### src/rtl/apb_pkg.sv
// rtl/apb_pkg.sv - shared APB state encoding and bus width defaults
package apb_pkg;
   typedef enum logic {
      IDLE   = 1'b0,
      ACCESS = 1'b1
   } apb_state_e;

   localparam int APB_ADDR_W = 9;
   localparam int APB_DATA_W = 8;
endpackage

### src/rtl/apb_slave_regfile.sv
// rtl/apb_slave_regfile.sv - DEPTH x DATA_W register array, one sync write port, one comb read port
module apb_slave_regfile #(
   parameter int DEPTH  = 64,
   parameter int DATA_W = 8,
   parameter int IDX_W  = $clog2(DEPTH)
) (
   input  logic              clk,
   input  logic              resetn,
   input  logic              we,
   input  logic [IDX_W-1:0]  waddr,
   input  logic [DATA_W-1:0] wdata,
   input  logic [IDX_W-1:0]  raddr,
   output logic [DATA_W-1:0] rdata
);
   logic [DATA_W-1:0] mem [DEPTH];

   always_ff @(posedge clk or negedge resetn) begin
      if (!resetn) begin
         for (int i = 0; i < DEPTH; i++) begin
            mem[i] <= '0;
         end
      end else if (we) begin
         mem[waddr] <= wdata;
      end
   end

   assign rdata = mem[raddr];
endmodule

### src/rtl/apb_slave_mem.sv
// rtl/apb_slave_mem.sv - APB slave over a byte register memory with programmable wait states
module apb_slave_mem
   import apb_pkg::*;
#(
   parameter int ADDR_W      = APB_ADDR_W,
   parameter int DATA_W      = APB_DATA_W,
   parameter int DEPTH       = 64,
   parameter int WAIT_CYCLES = 1
) (
   input  logic              clk,
   input  logic              resetn,
   input  logic              psel,
   input  logic              penable,
   input  logic [ADDR_W-1:0] paddr,
   input  logic              pwrite,
   input  logic [DATA_W-1:0] pwdata,
   output logic              pready,
   output logic [DATA_W-1:0] prdata,
   output logic              pslverr,
   output logic              proto_err
);
   localparam int IDX_W = $clog2(DEPTH);
   localparam int CNT_W = (WAIT_CYCLES > 0) ? $clog2(WAIT_CYCLES + 1) : 1;
   localparam logic [CNT_W-1:0]  CNT_LOAD = CNT_W'(WAIT_CYCLES);
   localparam logic [ADDR_W:0]   DEPTH_V  = (ADDR_W + 1)'(DEPTH);

   apb_state_e        state, state_n;
   logic [CNT_W-1:0]  cnt, cnt_n;
   logic [ADDR_W-1:0] addr_q, addr_n;
   logic              write_q, write_n;
   logic [DATA_W-1:0] wdata_q, wdata_n;
   logic              proto_err_n;

   logic              dropped, range_err, stab_err, xfer_err, we;
   logic [DATA_W-1:0] rdata;

   always_ff @(posedge clk or negedge resetn) begin
      if (!resetn) begin
         state     <= IDLE;
         cnt       <= '0;
         addr_q    <= '0;
         write_q   <= 1'b0;
         wdata_q   <= '0;
         proto_err <= 1'b0;
      end else begin
         state     <= state_n;
         cnt       <= cnt_n;
         addr_q    <= addr_n;
         write_q   <= write_n;
         wdata_q   <= wdata_n;
         proto_err <= proto_err_n;
      end
   end

   // pready comes only from registered state so the master never sees a comb loop through us
   assign pready    = (state == ACCESS) && (cnt == '0);
   assign dropped   = !psel || !penable;
   assign range_err = {1'b0, addr_q} >= DEPTH_V;
   assign stab_err  = (paddr != addr_q) || (pwrite != write_q) || (pwdata != wdata_q);
   assign xfer_err  = range_err || stab_err || dropped;
   assign we        = pready && write_q && !xfer_err;

   assign pslverr = pready && xfer_err;
   assign prdata  = (pready && !write_q && !xfer_err) ? rdata : '0;

   always_comb begin
      state_n     = state;
      cnt_n       = cnt;
      addr_n      = addr_q;
      write_n     = write_q;
      wdata_n     = wdata_q;
      proto_err_n = proto_err;
      case (state)
         IDLE: begin
            if (penable) begin
               proto_err_n = 1'b1;
            end else if (psel) begin
               state_n = ACCESS;
               cnt_n   = CNT_LOAD;
               addr_n  = paddr;
               write_n = pwrite;
               wdata_n = pwdata;
            end
         end
         ACCESS: begin
            if (dropped) begin
               proto_err_n = 1'b1;
               state_n     = IDLE;
            end else if (cnt != '0) begin
               cnt_n = cnt - 1'b1;
            end else begin
               state_n = IDLE;
               if (stab_err) begin
                  proto_err_n = 1'b1;
               end
            end
         end
         default: state_n = IDLE;
      endcase
   end

   apb_slave_regfile #(
      .DEPTH  (DEPTH),
      .DATA_W (DATA_W),
      .IDX_W  (IDX_W)
   ) u_regfile (
      .clk    (clk),
      .resetn (resetn),
      .we     (we),
      .waddr  (addr_q[IDX_W-1:0]),
      .wdata  (wdata_q),
      .raddr  (addr_q[IDX_W-1:0]),
      .rdata  (rdata)
   );
endmodule

### config.mk
export PLATFORM = sky130hd
export DESIGN_NAME = apb_slave_mem
export DESIGN_NICKNAME = d
export VERILOG_FILES = /design/src/rtl/apb_pkg.sv /design/src/rtl/apb_slave_regfile.sv /design/src/rtl/apb_slave_mem.sv
export SDC_FILE = /design/constraint.sdc
export NUM_CORES = 1
export LEC_CHECK = 0
export BUFFER_PORTS_ARGS = -buffer_cell sky130_fd_sc_hd__buf_2
export CORE_UTILIZATION = 35
export DETAILED_ROUTE_END_ITERATION = 8
export GPL_TIMING_DRIVEN = 0
export SETUP_SLACK_MARGIN = 0.3
export SYNTH_ARGS = -nofsm -noshare
export SYNTH_HDL_FRONTEND = slang
export SYNTH_SLANG_ARGS = --single-unit
### constraint.sdc
create_clock -name clk -period 4.8 [get_ports clk]
set_clock_uncertainty 0.15 [all_clocks]
set_input_delay 1.44 -clock clk [delete_from_list [all_inputs] [get_ports clk]]
set_output_delay 1.44 -clock clk [all_outputs]
set_load 0.05 [all_outputs]
# Yosys cells after proc, flatten, opt, wreduce, memory -nomap -nowiden
# Cells that the tools add are included.
[word_totals]
reg_bits = 533
latchBits = 0
ramBits = 0
mem_bits_ro = 0
in_bits = 22
out_inout_bits = 11
wordCells = 128
mem_count = 0
[op_classes]
addsub = 1
n_mul = 0
div = 0
magnitude_cmp = 3
n_eq_ne = 9
n_shift = 0
muxes = 22
n_bitwise = 4
n_reduce_logical = 19
[op_table]
columns = ["operator", "count"]
rows = [
  ["$bwmux 512", 1],
  ["$bmux 8 s6", 1],
  ["$demux 8 s6", 1],
  ["$mux 8", 4],
  ["$mux 1", 12],
  ["$ge 9x7->1 const B", 1],
  ["$ne 9x9->1", 1],
  ["$reduce_and 3->1", 3],
  ["$ne 2x2->1 const B", 4],
  ["$ne 8x8->1", 1],
  ["$ge 7x7->1 const B", 1],
  ["$logic_and 1x1->1", 7],
  ["$lt 7x1->1 const B", 1],
  ["$not 6->7", 1],
  ["$pmux 1 s2", 3],
  ["$logic_or 1x1->1", 5],
  ["$logic_not 1->1", 4],
  ["$ne 3x1->1 const B", 1],
  ["$ne 3x2->1 const B", 1],
  ["$not 1->1", 3],
  ["$ne 1x1->1", 1],
  ["$sub 1x1->1 const B", 1],
]

# Longest topological paths before layout
# Gate-level depths: netlist (run 1).
[depth]
word_depth = 8
depth_mapped = 10
mapped_depth_nobuf = 6

# Cells and area by module
# Synthesis (run 1) repeated with hierarchy kept, for this count alone.
[unflattened]
hier_cells = 1604
area_unflattened_um2 = 24823.8
[modules_own_cells]
columns = ["module", "instances", "cells_each", "area_each_um2", "seq_area_each_um2"]
rows = [
  ["apb_slave_regfile", 1, 1499, 23596.4, 12812.3],
  ["apb_slave_mem", 1, 105, 1227.4, 525.5],
]

# Worst setup path after synthesis (run 1)
# No wires, ideal clock.
[synth_timing]
kind = "input -> output"
startpoint = "input port paddr[8]"
endpoint = "output port prdata[1]"
t_arrival_ns = 5.093
required_ns = 3.210
path_slack_ns = -1.883
stages = 7
n_path_buf = 1
cell_sequence = "xor2_1 -> nor4_1 -> and4_1 -> clkbuf_1 -> and2_1 -> nand3b_1 -> a2111oi_0"
[synth_via]
elab_chain_len = 8
[synth_rtl]
columns = ["element", "line_no", "source"]
rows = [
  ["start, declared", "apb_slave_mem.sv:14", "input logic [ADDR_W-1:0] paddr,"],
  ["$ne 9x9->1", "apb_slave_mem.sv:59", "assign stab_err = (paddr != addr_q) || (pwrite != write_q) || (pwdata != wdata_q);"],
  ["$logic_or 1x1->1 (2 in series)", "apb_slave_mem.sv:59", ""],
  ["$logic_or 1x1->1 (2 in series)", "apb_slave_mem.sv:60", "assign xfer_err = range_err || stab_err || dropped;"],
  ["$logic_not 1->1", "apb_slave_mem.sv:64", "assign prdata = (pready && !write_q && !xfer_err) ? rdata : '0;"],
  ["$logic_and 1x1->1", "apb_slave_mem.sv:64", ""],
  ["$mux 8", "apb_slave_mem.sv:64", ""],
  ["end, declared", "apb_slave_mem.sv:18", "output logic [DATA_W-1:0] prdata,"],
]
# No other way between the ends.

# Final worst setup path (run 1)
[layout_timing]
startpoint = "register addr_q[0]"
endpoint = "output port prdata[0]"
[layout_via]
elab_chain_len = 8
word_cells_on_any_way = 13
classes_between = "order compare: 1; eq/ne: 1; mux: 4; bitwise: 1; reduce/logical: 6"
[layout_rtl]
columns = ["element", "line_no", "source"]
rows = [
  ["start, declared", "apb_slave_mem.sv:29", "logic [ADDR_W-1:0] addr_q, addr_n;"],
  ["start signal, assigned", "apb_slave_mem.sv:48", "addr_q <= addr_n;"],
  ["parallel branches: the longest is 7 deep, another holds $bmux 8 s6", "n/a", ""],
  ["$mux 8 *", "apb_slave_mem.sv:64", ""],
]
# Every way passes the cells marked *. The select of a mux whose other input is x is not followed.

==> results_dict.tcl, run 1 <==
set metrics [dict create \
    clock.fmax_ghz 0.195 \
    power_mw 12.0 \
    cp-start-kind "register" \
    io_buffer_count 32 \
    rsz0062_at_grt "yes" \
    grt_pass1_vias 18300 \
    ant_nets 0 \
    outcome "finished, violations left" \
    ctsHoldBuffers 0 \
    whs_endpoint "proto_err$_DFFE_PN0P_" \
    cts_tree "built" \
    synth-main-ff-cell "dfrtp_1" \
    r2r_slack_ps 700 \
    preCtsSetupSlack_ps -1930 \
    die-area_mm2 0.0728 \
    clk_pin_slew_ps 60 \
    cts_max_level 2 \
    maxCapViolCount 0 \
    dr.pass1.iters 6 \
    finalSetupViolations 8 \
    dp_hpwl_um 64900 \
    regToRegStartpoint "wdata_q[7]$_DFFE_PN0P_" \
    pwr-share-clk 0.378 \
    syn_nets 1840 \
    p_int_mw 8.09 \
    sw_frac_of_total 0.326 \
    crit_slowest_cell "a222oi_1" \
    peakVddDrop_uv 326 \
    path_max_fanout 6 \
    yosys_warnings 0 \
    synthArstFlopShare 1.00 \
    fin_crit_sh 1.07 \
    drc 0 \
    critPathKind "register to output port" \
    pwr-share-seq 0.381 \
    synthCells 1818 \
    cts-root-buf "clkbuf_16" \
    grt_max_degree 127 \
    worstHoldPathType "register to register" \
    clock-sinks 533 \
    start_util 0.356 \
    netlist_area_mm2 0.0251 \
    avgSynthCellArea_um2 13.8 \
    clockBufferDepth 3 \
    grt_antenna_before_repair 4 \
    reg2reg_to "u_regfile.mem[301]$_DFFE_PN0P_" \
    grt-ovfl-total 0 \
    cts_buffers 57 \
    drive_gt1_frac 0.519 \
    min_period_ps 5140 \
    avgRoutedWirePerCell_um 33.5 \
    r2r_cells 21 \
    tightest_slew_ps 1070 \
    clk_latency_ps 640 \
    die_x_um 270 \
    ys_ff_latch 533 \
    fp.dieH_um 270 \
    grt_pass1_wl_um 140000 \
    end_kind "output port" \
    failed_checks "setup timing" \
    fin_setup_tns_ps -1920 \
    combPwrFrac 0.242 \
    fin_ws_ps -338 \
    arrival_ps 3550 \
    nets 2001 \
    slew_headroom 0.284 \
    p_leak_nw 14.5 \
    power.switching_mw 3.91 \
    cp.required_ps 3210 \
    seq_area_frac_synth 0.531 \
    synth_edf_count 0 \
    drv_slew 0 \
    syn_to_final_growth_pct 21.0 \
    vias 17900 \
    min-delay-start "proto_err$_DFFE_PN0P_" \
    grt_usage 0.269 \
    synth.distinct_cells 62 \
    power_density_mw_per_mm2 395 \
    path_cells "buf_12, buf_16, nand2_8, clkbuf_16, o221ai_2, a222oi_1, o211ai_1, nor4_4, buf_6" \
    fillers 6317 \
    wirelength_um 99300 \
    finalInstanceArea_mm2 0.0304 \
    coreArea_mm2 0.0705 \
    max_stage_delay_ps 720 \
    drt-initial-drc-count 2030 \
    whs_path_depth 1 \
    viasPerCell 6.04 \
    gp_congestion 0.972 \
    num_rows 97 \
    hold_viol_final 0 \
    place_area_mm2 0.0266 \
    io_pins 33 \
]
[layout by cell type (no fill, tap or decap), types with 31 or more instances in the layout]
cell,instances
mux2_2,584
dfrtp_1,532
o22ai_1,79
buf_4,72
clkbuf_16,68
nor2_1,43
o221ai_1,39
mux2i_1,37
nor2_2,37
clkbuf_8,35
nand2_1,35
nand2_2,31
[sequential cells by signal (all words and copies together), names as in the netlist]
name / count
u_regfile.mem: 512
addr_q: 9
wdata_q: 8
cnt: 1
proto_err: 1
state: 1
write_q: 1
[cell type report]
type,instances,area (um2),share of cell area
inverters,6,36.3,0.00119
repair buffers,102,960,0.0316
well taps,940,1180,0.0387
plain buffers,132,1680,0.0554
clock inverters,23,205,0.00675
multi-input cells,1147,11300,0.371
clock buffers,84,1710,0.0563
diodes,2,5.00,0.000165
flip-flops and latches,533,13300,0.439
[worst max-delay path: cells and delay by family, from the launching register on]
| family | cells | cell delay (ps) |
|---|---|---|
| buf+inv | 4 | 720 |
| compound gates | 3 | 1090 |
| flops | 1 | 450 |
| simple gates | 2 | 590 |
[metrics by stage]
step / utilization / cells / hold slack, ps
after global routing: 0.431 / 2967 / 349
after floorplan: - / 1818 / 321
final: 0.431 / 2969 / 308
after detailed placement: 0.378 / 2794 / 299
after CTS: 0.426 / 2950 / 313
after global placement: 0.376 / 2790 / 287
[power groups by stage]
stage	registers [mW]	logic [mW]	clock network, mW
2_1_floorplan	4.63	1.13	0
3_3_place_gp	4.64	2.33	0
3_5_place_dp	4.64	2.35	0
4_1_cts	4.56	2.72	4.55
5_1_grt	4.57	2.90	4.73
6_report	4.57	2.90	4.53
[cell usage after synthesis, types with 6 or more instances]
| library cell | n | area, um2 |
|---|---|---|
| a211oi_1 | 7 | 52.6 |
| o22ai_1 | 80 | 500 |
| o221ai_1 | 44 | 385 |
| xor2_1 | 18 | 158 |
| nor2_1 | 44 | 165 |
| nand3_1 | 13 | 65.1 |
| nor4_1 | 8 | 50.1 |
| a21oi_1 | 23 | 115 |
| nand2_1 | 40 | 150 |
| nor2_2 | 36 | 225 |
| buf_2 | 24 | 120 |
| buf_4 | 9 | 67.6 |
| mux2_2 | 584 | 6580 |
| clkbuf_1 | 54 | 203 |
| a221oi_1 | 17 | 149 |
| bufbuf_16 | 8 | 260 |
| buf_1 | 6 | 22.5 |
| nor3_1 | 11 | 55.1 |
| mux2i_1 | 40 | 400 |
| nor2b_1 | 6 | 37.5 |
| o21ai_0 | 28 | 140 |
| mux4_2 | 29 | 653 |
| nand2b_1 | 8 | 50.1 |
| a22oi_1 | 13 | 97.6 |
| nand2_2 | 32 | 200 |
| dlygate4sd3_1 | 19 | 190 |
| dfrtp_1 | 533 | 13300 |
| or2_2 | 6 | 37.5 |
[repair_timing]
item | 4_1_cts | 5_1_grt
setup endpoints to repair | 114 | 265
setup buffers | 49 | 17
resized for setup | 280 | 50
pin swaps | 21 | 21
[metal layers]
metal  wire length [um]  vias to the layer above  track usage
li1                   -                     7083            -
met2              44000                      998        0.406
met3               9070                      280       0.0679
met5                 11                        -            0
met4               5580                        2        0.134
met1              40600                     9577        0.360
[worst max-delay path by stage]
stage | to | depth (start not counted) | start | slack [ps]
3_5_place_dp | prdata[0] | 10 | addr_q[1]$_DFFE_PN0P_ | -1930
6_report | prdata[0] | 9 | addr_q[0]$_DFFE_PN0P_ | -340
5_1_grt | prdata[0] | 9 | addr_q[0]$_DFFE_PN0P_ | -340
3_3_place_gp | u_regfile.mem[107]$_DFFE_PN0P_ | 1 | resetn | -8550
4_1_cts | prdata[3] | 11 | pwdata[2] | -330
2_1_floorplan | prdata[1] | 7 | pwdata[3] | -190
[cell families after synthesis]
| family | count (synthesis) | synth area share |
|---|---|---|
| DFF | 533 | 0.531 |
| AOI/OAI and AO/OA | 249 | 0.0702 |
| muxes | 653 | 0.304 |
| buffers and inverters | 138 | 0.0408 |
| xor gates and xnor gates | 18 | 0.00628 |
| and+or+nand+nor | 227 | 0.0479 |
(Power assumes the default switching activity.)
==> inputs of run 2 (changes only) <==
- CORE_UTILIZATION: 35 -> 40
==> run 2 against run 1 <==
  * The run still ends with setup timing left
  * Cell area down 1.3%
  * Utilization up 5.4 points
  * Fmax down 3.0%
  * Power up 0.51%
  * Highest routed layer is now met4
==> results_dict.tcl, run 2 (synthesis gave the netlist of run 1 again) <==
set metrics [dict create \
    slew_headroom 0.170 \
    rsz0062_at_grt "yes" \
    cp.required_ps 3210 \
    nets 1980 \
    fin_ws_ps -495 \
    fin_setup_tns_ps -2750 \
    clockBufferDepth 3 \
    whs_endpoint "proto_err$_DFFE_PN0P_" \
    grt_pass1_wl_um 141000 \
    path_cells "buf_12, buf_16, nand2_8, clkbuf_16, o221ai_2, a222oi_1, o22ai_1, nor2_1, o2111a_2, buf_8" \
    power.switching_mw 3.93 \
    cts_tree "built" \
    grt_usage 0.318 \
    power_density_mw_per_mm2 402 \
    end_kind "output port" \
    grt_max_degree 121 \
    maxCapViolCount 0 \
    gp_congestion 0.986 \
    min-delay-start "proto_err$_DFFE_PN0P_" \
    grt_antenna_before_repair 1 \
    clk_latency_ps 630 \
    clock.fmax_ghz 0.189 \
    clock-sinks 533 \
    io_pins 33 \
    reg_top3 "u_regfile.mem (512), addr_q (9), wdata_q (8)" \
    clk_pin_slew_ps 60 \
    final_cells 2844 \
    ant_nets 0 \
    tightest_slew_ps 1240 \
    fp.dieH_um 253 \
    grt_pass1_vias 18100 \
    coreArea_mm2 0.0618 \
    num_rows 91 \
    start_util 0.406 \
    crit_family "compound AO/OA/AOI/OAI gates" \
    reg2reg_to "u_regfile.mem[48]$_DFFE_PN0P_" \
    regToRegStartpoint "addr_q[6]$_DFFE_PN0P_" \
    drc 0 \
    drt-initial-drc-count 2231 \
    fillers 5360 \
    arrival_ps 3710 \
    diodes 0 \
    drive_gt1_frac 0.504 \
    hold_viol_final 0 \
    whs_ps 299 \
    peakVddDrop_uv 260 \
    outcome "finished, violations left" \
    worstHoldPathType "register to register" \
    min_period_ps 5300 \
    p_int_mw 8.14 \
    dr.pass1.iters 6 \
    sw_frac_of_total 0.325 \
    cts_max_level 2 \
    path_max_fanout 6 \
    crit_slowest_cell "a222oi_1" \
    ctsHoldBuffers 0 \
    critPathKind "register to output port" \
    drv_slew 0 \
    dp_hpwl_um 65800 \
    regMostFlops "u_regfile.mem" \
    cp-start-kind "register" \
    layout_common_cells "583 x mux2_2, 532 x dfrtp_1, 80 x o22ai_1" \
    crit_buf_inv 4 \
    finalSetupViolations 8 \
    vias 17700 \
    final_common_cell "mux2_2" \
    p_leak_nw 14.3 \
    combPwrFrac 0.239 \
    largest_reg_flops 512 \
    viasPerCell 6.23 \
    avgRoutedWirePerCell_um 35.2 \
    wirelength_um 100000 \
    fin_crit_sh 1.10 \
    r2r_slack_ps 830 \
    pwr-share-clk 0.383 \
    io_buffer_count 32 \
    r2r_cells 6 \
    pwr-share-seq 0.378 \
    failed_checks "setup timing" \
    die-area_mm2 0.0638 \
    die_x_um 253 \
    cts_buffers 57 \
    placed_cells 2692 \
    cts-root-buf "clkbuf_16" \
    grt-ovfl-total 0 \
    whs_path_depth 1 \
    max_stage_delay_ps 980 \
    syn_to_final_growth_pct 19.4 \
]
-- run 2: cell count changes in the layout (fill, tap and decap cells not counted), moves of 3 or more --
cell,delta
buf_2,+3
clkbuf_1,+7
buf_4,-25
buf_6,+4
nand2_4,-3
buf_12,-4
xor2_1,+4
nor3_4,-3
nor3_1,+8
nor3_2,-5
clkinv_2,-5
-- run 2: power by group through the flow --
stage               combinational (mW)  clock (mW)  sequential [mW]
finish                            2.89        4.62             4.56
global route                      2.90        4.84             4.56
CTS                               2.78        4.66             4.56
detailed placement                2.39           0             4.64
global placement                  2.37           0             4.64
floorplan                         1.13           0             4.63
-- run 2: repair_timing --
item                       in CTS  in global routing
resized for setup             288                  7
pin swaps                      21                 10
buffers inserted               39                  5
setup endpoints to repair     137                  9
-- run 2: final cells by class --
type	instances	area, um2	share of cell area
plain buffers	132	1660	0.0553
clock buffers	91	1760	0.0586
clock inverters	17	194	0.00647
inverters	6	36.3	0.00121
multi-input cells	1147	11200	0.372
flip-flops and latches	533	13300	0.445
well taps	837	1050	0.0349
repair buffers	81	790	0.0263
-- run 2: per-layer routing --
layer,vias to the layer above,wire (um),global-route usage
li1,7056,-,-
met4,0,5170,0.146
met3,238,9360,0.0799
met1,9512,41300,0.432
met2,921,44300,0.478
met5,-,0,0
-- run 2: worst max path at each step --
stage | end | slack, ps | start | cells after the start
2_1_floorplan | prdata[1] | -190 | pwdata[3] | 7
3_3_place_gp | u_regfile.mem[68]$_DFFE_PN0P_ | -8780 | resetn | 1
5_1_grt | prdata[5] | -560 | addr_q[0]$_DFFE_PN0P_ | 10
6_report | prdata[5] | -500 | addr_q[0]$_DFFE_PN0P_ | 10
3_5_place_dp | prdata[3] | -2270 | addr_q[1]$_DFFE_PN0P_ | 9
4_1_cts | prdata[5] | -430 | addr_q[0]$_DFFE_PN0P_ | 10
-- run 2: stage by stage --
step	cell area (um2)	setup slack (ps)	power, mW	utilization
2_1_floorplan	25200	-189	5.76	-
3_3_place_gp	26400	-8780	7.01	0.427
3_5_place_dp	26500	-2270	7.03	0.429
4_1_cts	29900	-426	12.0	0.484
5_1_grt	30000	-562	12.3	0.485
6_report	30000	-495	12.1	0.485
